--- src/rtl/q2_pkg.sv ---
// Shared definitions for the Q2 CPU micro-sequencer: state codes and sequencer modes.
package q2_pkg;

  localparam logic [3:0] ST_FETCH = 4'd0;
  localparam logic [3:0] ST_LOAD  = 4'd1;
  localparam logic [3:0] ST_DEREF = 4'd2;
  localparam logic [3:0] ST_EXEC  = 4'd3;
  localparam logic [3:0] ST_ALU0  = 4'd4;

  typedef enum logic [1:0] {
    MODE_RUN,
    MODE_STEP,
    MODE_PARKED,
    MODE_HALTED
  } mode_e;

  // Last ALU state code for a given number of bit-serial ALU steps.
  function automatic logic [3:0] alu_last_code(input int steps);
    return 4'(3 + steps);
  endfunction

endpackage

--- src/rtl/q2_sequencer_if.sv ---
// Front-panel, decoder and state-code signals between the Q2 sequencer and its surroundings.
interface q2_sequencer_if;

  logic       run;
  logic       step_req;
  logic [4:0] dbus_op;
  logic       op1;
  logic       op2;
  logic       op3;
  logic       op4;
  logic       op5;
  logic       halt;
  logic       s0;
  logic       s1;
  logic       s2;
  logic       s3;
  logic       ws;
  logic       running;
  logic       instr_done;

  modport master (
    output run, step_req, dbus_op, op1, op2, op3, op4, op5, halt,
    input  s0, s1, s2, s3, ws, running, instr_done
  );

  modport slave (
    input  run, step_req, dbus_op, op1, op2, op3, op4, op5, halt,
    output s0, s1, s2, s3, ws, running, instr_done
  );

endinterface

--- src/rtl/q2_edge_detect.sv ---
// Synchronous rising-edge detector; o_rise is high in the cycle i_d is first seen high.
module q2_edge_detect (
  input  logic clk,
  input  logic rst,
  input  logic i_d,
  output logic o_rise
);

  logic r_prev;

  always_ff @(posedge clk) begin
    if (rst) begin
      r_prev <= 1'b0;
    end else begin
      r_prev <= i_d;
    end
  end

  assign o_rise = i_d & ~r_prev;

endmodule

--- src/rtl/q2_sequencer.sv ---
// Q2 micro-state sequencer: two-clock micro-states (read phase, then write phase),
// with run/step/halt control applied only at instruction boundaries.
module q2_sequencer
  import q2_pkg::*;
#(
  parameter int ALU_STEPS = 12
) (
  input logic           clk,
  input logic           rst,
  q2_sequencer_if.slave bus
);

  localparam logic [3:0] LP_ALU_LAST = alu_last_code(ALU_STEPS);

  mode_e      r_mode;
  logic [3:0] r_code;
  logic       r_ws;
  logic       r_running;
  logic       r_done;

  logic       w_run_rise;
  logic       w_step_rise;
  logic       w_start_run;
  logic       w_halt_now;
  logic       w_ends;
  logic [3:0] w_next_code;
  logic       w_unused;

  q2_edge_detect u_run_edge (
    .clk    (clk),
    .rst    (rst),
    .i_d    (bus.run),
    .o_rise (w_run_rise)
  );

  q2_edge_detect u_step_edge (
    .clk    (clk),
    .rst    (rst),
    .i_d    (bus.step_req),
    .o_rise (w_step_rise)
  );

  // A run level restarts from PARKED; from HALTED only a fresh run edge does.
  assign w_start_run = (r_mode == MODE_PARKED) ? bus.run : w_run_rise;
  assign w_halt_now  = (r_code == ST_EXEC) && bus.halt;

  always_comb begin
    w_next_code = ST_FETCH;
    w_ends      = 1'b0;
    case (r_code)
      ST_FETCH: begin
        if (bus.dbus_op[1]) begin
          w_next_code = ST_LOAD;
        end else if (bus.dbus_op[0]) begin
          w_next_code = ST_DEREF;
        end else begin
          w_next_code = ST_EXEC;
        end
      end
      ST_LOAD:  w_next_code = bus.op1 ? ST_DEREF : ST_EXEC;
      ST_DEREF: w_next_code = ST_EXEC;
      ST_EXEC: begin
        if (!bus.op5) begin
          w_next_code = ST_ALU0;
        end else begin
          w_ends = 1'b1;
        end
      end
      default: begin
        if (r_code < LP_ALU_LAST) begin
          w_next_code = r_code + 4'd1;
        end else begin
          w_ends = 1'b1;
        end
      end
    endcase
  end

  always_ff @(posedge clk) begin
    if (rst) begin
      r_mode    <= MODE_PARKED;
      r_code    <= ST_FETCH;
      r_ws      <= 1'b0;
      r_running <= 1'b0;
      r_done    <= 1'b0;
    end else begin
      r_done <= 1'b0;
      case (r_mode)
        MODE_PARKED, MODE_HALTED: begin
          if (w_start_run) begin
            r_mode    <= MODE_RUN;
            r_running <= 1'b1;
            r_code    <= ST_FETCH;
            r_ws      <= 1'b0;
          end else if (w_step_rise) begin
            r_mode    <= MODE_STEP;
            r_running <= 1'b0;
            r_code    <= ST_FETCH;
            r_ws      <= 1'b0;
          end
        end
        default: begin
          if (!bus.run) begin
            r_running <= 1'b0;
          end
          if (!r_ws) begin
            r_ws <= 1'b1;
          end else begin
            r_ws <= 1'b0;
            if (w_halt_now) begin
              r_mode    <= MODE_HALTED;
              r_code    <= ST_EXEC;
              r_running <= 1'b0;
              r_done    <= 1'b1;
            end else if (w_ends) begin
              r_done <= 1'b1;
              r_code <= ST_FETCH;
              // Single-step and a dropped run both land in PARKED here.
              if (!(r_running && bus.run)) begin
                r_mode    <= MODE_PARKED;
                r_running <= 1'b0;
              end
            end else begin
              r_code <= w_next_code;
            end
          end
        end
      endcase
    end
  end

  assign bus.s0         = r_code[0];
  assign bus.s1         = r_code[1];
  assign bus.s2         = r_code[2];
  assign bus.s3         = r_code[3];
  assign bus.ws         = r_ws;
  assign bus.running    = r_running;
  assign bus.instr_done = r_done;

  // Opcode bits the sequencer does not branch on.
  assign w_unused = ^{bus.op2, bus.op3, bus.op4, bus.dbus_op[4:2]};

endmodule
--- src/flat_wrapper.sv ---
// flat-port wrapper written by rule: the top's interface ports become plain ports
module q2_sequencer_flat import q2_pkg::*;
#(
  parameter int ALU_STEPS = 12
)
  (clk, rst, bus_run, bus_step_req, bus_dbus_op, bus_op1, bus_op2, bus_op3, bus_op4, bus_op5, bus_halt, bus_s0, bus_s1, bus_s2, bus_s3, bus_ws, bus_running, bus_instr_done);
  q2_sequencer_if bus_i ();
  input logic clk;
  input logic rst;
  input wire logic [$bits(bus_i.run)-1:0] bus_run;
  input wire logic [$bits(bus_i.step_req)-1:0] bus_step_req;
  input wire logic [$bits(bus_i.dbus_op)-1:0] bus_dbus_op;
  input wire logic [$bits(bus_i.op1)-1:0] bus_op1;
  input wire logic [$bits(bus_i.op2)-1:0] bus_op2;
  input wire logic [$bits(bus_i.op3)-1:0] bus_op3;
  input wire logic [$bits(bus_i.op4)-1:0] bus_op4;
  input wire logic [$bits(bus_i.op5)-1:0] bus_op5;
  input wire logic [$bits(bus_i.halt)-1:0] bus_halt;
  output wire logic [$bits(bus_i.s0)-1:0] bus_s0;
  output wire logic [$bits(bus_i.s1)-1:0] bus_s1;
  output wire logic [$bits(bus_i.s2)-1:0] bus_s2;
  output wire logic [$bits(bus_i.s3)-1:0] bus_s3;
  output wire logic [$bits(bus_i.ws)-1:0] bus_ws;
  output wire logic [$bits(bus_i.running)-1:0] bus_running;
  output wire logic [$bits(bus_i.instr_done)-1:0] bus_instr_done;
  assign bus_i.run = bus_run;
  assign bus_i.step_req = bus_step_req;
  assign bus_i.dbus_op = bus_dbus_op;
  assign bus_i.op1 = bus_op1;
  assign bus_i.op2 = bus_op2;
  assign bus_i.op3 = bus_op3;
  assign bus_i.op4 = bus_op4;
  assign bus_i.op5 = bus_op5;
  assign bus_i.halt = bus_halt;
  assign bus_s0 = bus_i.s0;
  assign bus_s1 = bus_i.s1;
  assign bus_s2 = bus_i.s2;
  assign bus_s3 = bus_i.s3;
  assign bus_ws = bus_i.ws;
  assign bus_running = bus_i.running;
  assign bus_instr_done = bus_i.instr_done;
  q2_sequencer #(.ALU_STEPS(ALU_STEPS)) u_core (.clk(clk), .rst(rst), .bus(bus_i));
endmodule
--- config.mk ---
export PLATFORM = sky130hd
export DESIGN_NAME = q2_sequencer_flat
export DESIGN_NICKNAME = d
export VERILOG_FILES = /design/src/rtl/q2_pkg.sv /design/src/rtl/q2_sequencer_if.sv /design/src/rtl/q2_edge_detect.sv /design/src/rtl/q2_sequencer.sv /design/src/flat_wrapper.sv
export SDC_FILE = /design/constraint.sdc
export NUM_CORES = 1
export LEC_CHECK = 0
export ABC_CLOCK_PERIOD_IN_PS = 1750
export CAP_MARGIN = 20
export CORE_MARGIN = 4
export CORE_UTILIZATION = 35
export DETAILED_ROUTE_END_ITERATION = 10
export PLACE_DENSITY_LB_ADDON = 0.08
export SYNTH_ARGS = -nofsm -noshare
export SYNTH_HDL_FRONTEND = slang
export SYNTH_SLANG_ARGS = --single-unit
--- constraint.sdc ---
create_clock -name clk -period 1.75 [get_ports clk]
set_clock_uncertainty 0.15 [all_clocks]
set_input_delay 0.2625 -clock clk [delete_from_list [all_inputs] [get_ports clk]]
set_output_delay 0.2625 -clock clk [all_outputs]
set_load 0.02 [all_outputs]
Word-level counts from Yosys, hierarchy flattened
Cells that the tools add are included.

storage, ports and cells
  word-level logic and storage cells = 67
  output and inout port bits = 7
  register bits = 11
  input bits = 15

operators by class
  equality and inequality tests = 7
  mux-type cells = 36
  add/sub/neg operators = 1
  order comparisons = 1
  reductions and logical operators = 10
  bitwise gates (word level) = 5

operator list
  kind                                                    number
  2-to-1 mux 4 bit                                        8
  2-to-1 mux 1 bit                                        18
  one-hot mux 4 bit (4 select lines)                      1
  2-to-1 mux 2 bit                                        7
  == test 4 x 2 -> 1 bit (second input constant)          2
  inequality test 3 x 2 -> 1 bit (second input constant)  2
  adder 4 x 1 -> 4 bit (second input constant)            1
  == test 2 bit (second input constant)                   2
  == test 4 x 1 -> 1 bit (second input constant)          1
  zero test 4 bit                                         1
  < comparator 4 bit (second input constant)              1
  AND reduction 4 bit                                     1
  OR reduction 4 bit                                      1
  2-to-1 mux 3 bit                                        1
  NOT 1 bit                                               3
  nonzero test 3 bit                                      1
  OR reduction 3 bit                                      1
  AND 1 bit                                               2
  logical AND 1 bit                                       2
  one-hot mux 1 bit (2 select lines)                      1
  AND reduction 2 bit                                     1
  nonzero test 2 bit                                      1
  OR reduction 2 bit                                      1

Logic depth before layout (Yosys ltp)
Gate-level depths: netlist (run 1).

  depth after elaboration = 7
  mapped depth = 6
  gate-level depth less buffers = 6

Hierarchy
Synthesis (run 1) repeated with hierarchy kept, for this count alone.

second synthesis, totals
  cells, all modules = 76
  area total of the unflattened synthesis = 703.2 um^2

by module, submodules not included
  module          times used  seq. area each (um^2)  cells an instance  area each (um^2)
  q2_sequencer    1           180.2                  70                 608.1
  q2_edge_detect  2           20.0                   3                  47.5

Worst setup path before layout (run 1)
Ideal clock, no wire load.

  path kind = reg2reg
  from = reg u_core.r_code[0]
  to = reg u_core.r_code[0]
  buffers on the path = 0
  setup time = 0.095 ns
  setup slack = -0.041 ns
  stages on the path, launching flop included = 7
  arrival time = 1.546 ns
  cells stage by stage = dfxtp_1 > inv_1 > ha_1 > nor4_2 > or2_2 > a32oi_1 > o311ai_1

between the ends
  longest elaborated chain between the ends = 7
  elaborated cells on any way between the ends = 16

ends and longest elaborated chain
  what                                                                                      RTL line             RTL
  from (decl)                                                                               q2_sequencer.sv:16   logic [3:0] r_code;
  from (signal assigned)                                                                    q2_sequencer.sv:124  r_code <= w_next_code;
  adder 4 x 1 -> 4 bit, or another cell as far along                                        q2_sequencer.sv:71   w_next_code = r_code + 4'd1;
  2-to-1 mux 4 bit, or another cell as far along                                            q2_sequencer.sv:70   if (r_code < LP_ALU_LAST) begin
  one-hot mux 4 bit (4 select lines) or one-hot mux 1 bit (2 select lines) (tied branches)  q2_sequencer.sv:50   case (r_code)
  2-to-1 mux 4 bit                                                                          q2_sequencer.sv:115  end else if (w_ends) begin
  2-to-1 mux 4 bit (*)                                                                      q2_sequencer.sv:110  if (w_halt_now) begin
  2-to-1 mux 4 bit (*)                                                                      q2_sequencer.sv:106  if (!r_ws) begin
  2-to-1 mux 4 bit (*)                                                                      q2_sequencer.sv:88   case (r_mode)

Every way passes the cells marked *; elsewhere a longest branch is shown, timed or not. The select of a mux whose other input is x is not followed.
A chain may end at the register's enable or synchronous reset.

Worst setup path in the final report (run 1)
  from = reg u_core.r_running, in the netlist u_core.bus.running
  to = out bus_running

RTL lines
  what                    RTL line            RTL
  from (decl)             q2_sequencer.sv:18  logic r_running;
  from (signal assigned)  q2_sequencer.sv:84  r_running <= 1'b0;
  from (signal assigned)  q2_sequencer.sv:92  r_running <= 1'b1;
  from (signal assigned)  q2_sequencer.sv:97  r_running <= 1'b0;
  to (decl)               flat_wrapper.sv:24  output wire logic [$bits(bus_i.running)-1:0] bus_running;

No word-level cell between the ends.

==> results of run 1 <==
[routing by layer]
metal / track usage / up-vias / routed length, um
li1: - / 394 / -
met1: 0.198 / 354 / 811
met2: 0.218 / 25 / 811
met3: 0.0637 / 0 / 123
met4: 0.0340 / 0 / 0
met5: 0 / - / 0
[worst register-to-register path, cell delays in order, from the launching register on]
cell       delay [ns]
dfxtp_4          0.38
inv_2            0.06
ha_1             0.24
a221o_1          0.35
o2111ai_1        0.19
o311ai_1         0.14
[repair_timing]
item / CTS / global route
setup buffers: 0 / 1
pin swaps: 3 / 3
gates resized for setup: 10 / 6
setup endpoints to repair: 6 / 1
[layout by cell type, fill, tap and decap left out, types with 2 or more instances in the layout]
cell type	n
dlygate4sd2_1	5
inv_1	3
clkdlybuf4s50_1	10
and3_1	2
a21oi_1	7
or3_1	2
nor2_1	7
nand2_1	6
ha_4	2
o2111ai_1	2
nor2b_1	3
o211ai_1	2
nand2b_1	3
clkbuf_4	3
buf_4	16
inv_2	3
o31ai_1	2
o21ai_0	4
nand3_1	2
ha_1	2
dfxtp_1	9
[power by group]
part           switching, W  internal, W  leakage (nW)
clock network     0.0000792    0.0000882        0.0150
registers         0.0000163     0.000262        0.0915
logic             0.0000595    0.0000740         0.352
[metrics by stage]
step	std cells	utilization
final	147	0.551
after floorplan	88	-
after global routing	147	0.551
after CTS	146	0.536
after global placement	142	0.512
after detailed placement	142	0.512
[kinds of logic (layout without fill, tap and decap cells)]
kind of cell,after synthesis,count (layout),synth area share
AO/OA/AOI/OAI,30,30,0.319
buffers and inverters,10,42,0.0696
adder cells (fa/ha/maj),4,4,0.0679
flip-flops,11,11,0.299
AND/OR/NAND/NOR,33,33,0.245
[area by class of cell]
class | count | area (sq um)
Sequential cell | 11 | 225
Fill cell | 170 | 891
Clock buffer | 4 | 26.3
Tap cell | 27 | 33.8
Multi-Input combinational cell | 67 | 508
Inverter | 6 | 22.5
Timing Repair Buffer | 32 | 275
[Yosys cell counts, types with 3 or more instances]
cell and count:
dfxtp_1 11, a21oi_1 7, nor2_1 7, nand2_1 6
inv_1 5, ha_1 4, o21ai_0 4, nand2b_1 3
nor2b_1 3
[flip-flops by register name, summed over array words and instances, names as in the netlist]
signal / cells
u_core.r_code: 4
u_core.u_run_edge.r_prev: 1
u_core.u_step_edge.r_prev: 1
u_core.bus.instr_done: 1
u_core.bus.ws: 1
u_core.bus.running: 1
u_core.r_mode: 2
[final timing paths]
kind	to	cells after the start	slack, ns	from
setup / recovery	bus_running	1	0.07	u_core.bus.running
hold / removal	u_core.r_mode[0]	2	0.39	u_core.r_mode[0]
setup reg to reg	u_core.r_code[0]	5	0.10	u_core.r_code[1]
hold reg to reg	u_core.r_mode[0]	2	0.39	u_core.r_mode[0]
==> impl_metrics.yaml, run 1 <==
floorplanning:
  core_region_area_sq_um: 1980
  chipHeight_um: 53.9
  std_cell_rows: 16
  ios: 22
  start_util: 0.372
  die_x_um: 53.9
  die_area_sq_um: 2900
synth:
  synth_top_cell_by_area: "dfxtp_1"
  yosysTopAreaCellShare: 0.299
  async_flop_share: 0
  syn-num-nets: 107
  synth_flop_cell: "dfxtp_1"
  postSynthAreaPerCell_sq_um: 8.37
  netlist_area_sq_um: 737
  synth.distinct_cells: 40
  synth.area.top_cells: "dfxtp_1 30%, ha_1 6.8%, a21oi_1 4.8%"
  synthCells: 88
  synth_edf_count: 0
  seq_area_frac_synth: 0.299
  yosys_warnings: 0
  synth.ff_latch_count: 11
power_and_ir_drop:
  p_leak_nw: 0.459
  p_total_w: 0.000579
  irDropWorstVdd_mv: 0.495
  power_density_nw_per_um2: 531
status:
  status: "finished, final reports clean"
clocking:
  hold_buffers: 0
  cts_inserted_buffers: 3
  clockRootBuffer: "clkbuf_4"
  clk_pin_slew_ns: 0.07
  cts_tree: "yes"
  clk_latency_ns: 0.26
  clkSinkCount: 11
  clk_path_buf_depth: 2
  h-tree-depth: 1
routing:
  drtIter0Drc: 10
  dr_total_vias: 773
  drcViolationCount: 0
  drt_wl_total_mm: 1.75
  viasPerCell: 5.26
  ant_nets: 0
  first_pass_iters: 4
  wl_per_cell_um: 11.9
global_routing:
  grt_max_degree: 11
  grt_pass1_vias: 715
  grt_pass1_wl_mm: 3.10
  track_usage: 0.148
  antenna_found_initial: 0
  gr-total-overflow: 0
critical_path:
  worst_ep_required_time_ns: 1.34
  crit_path_max_incr_delay_ns: 0.62
  path_delay_family: "buffers and inverters"
  worstSetupEndpointType: "output pin"
  worstPathArrival_ns: 1.27
  path_cells: "clkdlybuf4s50_1"
  criticalPathCategory: "flip-flop to output pin"
  critPathBufInv: 1
  startpoint_type: "flip-flop"
  slowest_stage: "clkdlybuf4s50_1"
  cp_max_fo: 4
placed_design:
  dpl_worst_slack_ns: -0.0218
  io_buffer_count: 15
  placed_area_sq_um: 1010
  dp_hpwl_mm: 1.40
  gp_congestion: 0.830
timing:
  post-route-period-util: 0.960
  hold_slack_ns: 0.394
  fmax_mhz: 595
  setup_tns_ns: 0
  finalCriticalPeriod_ns: 1.68
  maxSlewHeadroom: 0.794
  fin_ws_ns: 0.0694
  hold_violations: 0
  finalSetupViolations: 0
  rsz0062_at_grt: "yes"
  worst_pin_slew_ns: 0.306
  drv_slew: 0
cells_and_area:
  drive_above_1_share: 0.292
  fin_area_sq_um: 1090
  n_antenna_cell: 0
  final_nets: 140
  area_delta_synth_final_pct: 48.0
run:
  drv_cap: 0
min_path:
  min_path_type: "flip-flop to flip-flop"
Power figures use the tool's default switching activity.
==> run 2: changes to the inputs <==
CORE_UTILIZATION = 45   (was 35)
HOLD_SLACK_MARGIN = 0.05   (was not set)
==> run 2 against run 1 <==
Compared with the run above: maximum frequency down 2.0%; largest cell class unchanged; sequential power about the same; sequential share of layout area up 1.3 points; clock power up 3%; global-route usage up 0.92 points; utilization up 12 points; largest power group unchanged; critical path depth unchanged.
==> impl_metrics.yaml, run 2 (same netlist as run 1, synthesis figures left out) <==
status:
  status: "finished, final reports clean"
routing:
  wl_met1_um: 880
  viasPerCell: 5.69
  dr_total_vias: 745
  drcViolationCount: 0
  wl_met3_um: 120
  first_pass_iters: 5
  wl_per_cell_um: 13.8
  top_layer: "met4"
  drtIter0Drc: 33
  drt_wl_total_mm: 1.81
  ant_nets: 0
  met2_length_um: 797
global_routing:
  grt_pass1_wl_mm: 3.05
  grt_pass1_vias: 703
  track_usage: 0.157
  gr-total-overflow: 0
  grt_max_degree: 10
  antenna_found_initial: 0
critical_path:
  critPathBufInv: 1
  worstReg2RegEnd: "u_core.r_code[0]"
  endpoint: "bus_running"
  path_cells: "clkdlybuf4s50_1"
  worstSetupEndpointType: "output pin"
  path_delay_family: "buffers and inverters"
  crit_cells: 1
  startpoint_type: "flip-flop"
  crit_path_start: "u_core.bus.running"
  cp_max_fo: 4
  r2r_start: "u_core.r_code[0]"
  worstPathArrival_ns: 1.30
  r2r_cells: 7
  crit_path_max_incr_delay_ns: 0.63
  r2r_slack_ns: 0.04
  worst_ep_required_time_ns: 1.34
  criticalPathCategory: "flip-flop to output pin"
  slowest_stage: "clkdlybuf4s50_1"
placed_design:
  gp_congestion: 0.833
  io_buffer_count: 15
  placed_area_sq_um: 963
  dp_hpwl_mm: 1.41
  dp.cells: 126
  dpl_worst_slack_ns: -0.0187
power_and_ir_drop:
  power_density_nw_per_um2: 563
  irDropWorstVdd_mv: 0.471
  p_leak_nw: 0.422
cells_and_area:
  regArea_sq_um: 225
  drive_above_1_share: 0.252
  area_delta_synth_final_pct: 39.2
  final_common_cell: "buf_4"
  final_cell_mix: "12 x buf_4, 11 x clkdlybuf4s50_1, 9 x dfxtp_1"
  finalNonFillerCells: 131
  top_register: "u_core.r_code"
  multi_input_area_sq_um: 497
  n_antenna_cell: 0
  final_nets: 135
  largestRegisters: "u_core.r_code x4, u_core.r_mode x2"
  largest_reg_flops: 4
  fin_area_sq_um: 1030
  fill_cells: 132
timing:
  drv_slew: 0
  hold_violations: 0
  fmax_mhz: 583
  post-route-period-util: 0.980
  worst_pin_slew_ns: 0.278
  finalSetupViolations: 0
  maxSlewHeadroom: 0.811
  rsz0062_at_grt: "yes"
  setup_tns_ns: 0
  finalCriticalPeriod_ns: 1.71
  fin_ws_ns: 0.0355
floorplanning:
  std_cell_rows: 14
  chipHeight_um: 48.5
  ios: 22
  die_area_sq_um: 2350
  core_region_area_sq_um: 1520
  die_x_um: 48.5
  start_util: 0.484
run:
  drv_cap: 0
clocking:
  clockRootBuffer: "clkbuf_4"
  cts_tree: "yes"
  clk_latency_ns: 0.27
  clk_path_buf_depth: 2
  hold_buffers: 0
  clk_pin_slew_ns: 0.06
  clkSinkCount: 11
  cts_inserted_buffers: 3
  h-tree-depth: 1
min_path:
  min_path_type: "flip-flop to flip-flop"
  worstHoldStart: "u_core.r_mode[0]"
run 2: changes by cell type in the layout (fill, tap and decap cells not counted), moves of 2 or more:
cell	change
buf_4	-4
ha_2	+3
ha_1	-2
inv_1	+2
inv_2	-2
run 2: cell type report:
type	instances	share of cell area
inverter	6	0.0220
multi-input combinational	67	0.484
timing repair buffer	27	0.229
sequential	11	0.220
clock buffer	4	0.0256
tap	16	0.0195
run 2: power breakdown:
part | internal (W) | switching (W)
Combinational | 0.0000691 | 0.0000575
Clock | 0.0000884 | 0.0000838
Sequential | 0.000262 | 0.0000169
Total | 0.000419 | 0.000158
run 2: worst min-delay path by stage:
stage | end | slack [ns] | depth (start not counted)
6_report | u_core.r_mode[0] | 0.40 | 2
3_3_place_gp | u_core.r_mode[0] | 0.39 | 2
3_5_place_dp | u_core.r_mode[0] | 0.40 | 2
5_1_grt | u_core.r_mode[0] | 0.43 | 2
2_1_floorplan | u_core.u_run_edge.r_prev | 0.24 | 1
4_1_cts | u_core.r_mode[0] | 0.41 | 2
run 2: metal layers:
| layer | up-vias | GRT usage |
|---|---|---|
| met1 | 339 | 0.218 |
| met2 | 24 | 0.228 |
| met4 | 0 | 0.0448 |
| met3 | 2 | 0.0552 |
| li1 | 380 | - |
| met5 | - | 0 |
run 2: repair_timing:
action / in CTS / in global routing
endpoints found under the setup margin: 5 / 2
resized for setup: 8 / 4
cloned: 0 / 0
pin swaps: 2 / 3
setup buffers: 0 / 1
run 2: metrics by stage:
stage / hold slack [ns] / power, W / utilization
after floorplan: 0.241 / 0.000352 / -
after global placement: 0.391 / 0.000404 / 0.632
after CTS: 0.410 / 0.000579 / 0.662
final: 0.403 / 0.000578 / 0.673
after detailed placement: 0.401 / 0.000406 / 0.632
after global routing: 0.425 / 0.000611 / 0.673
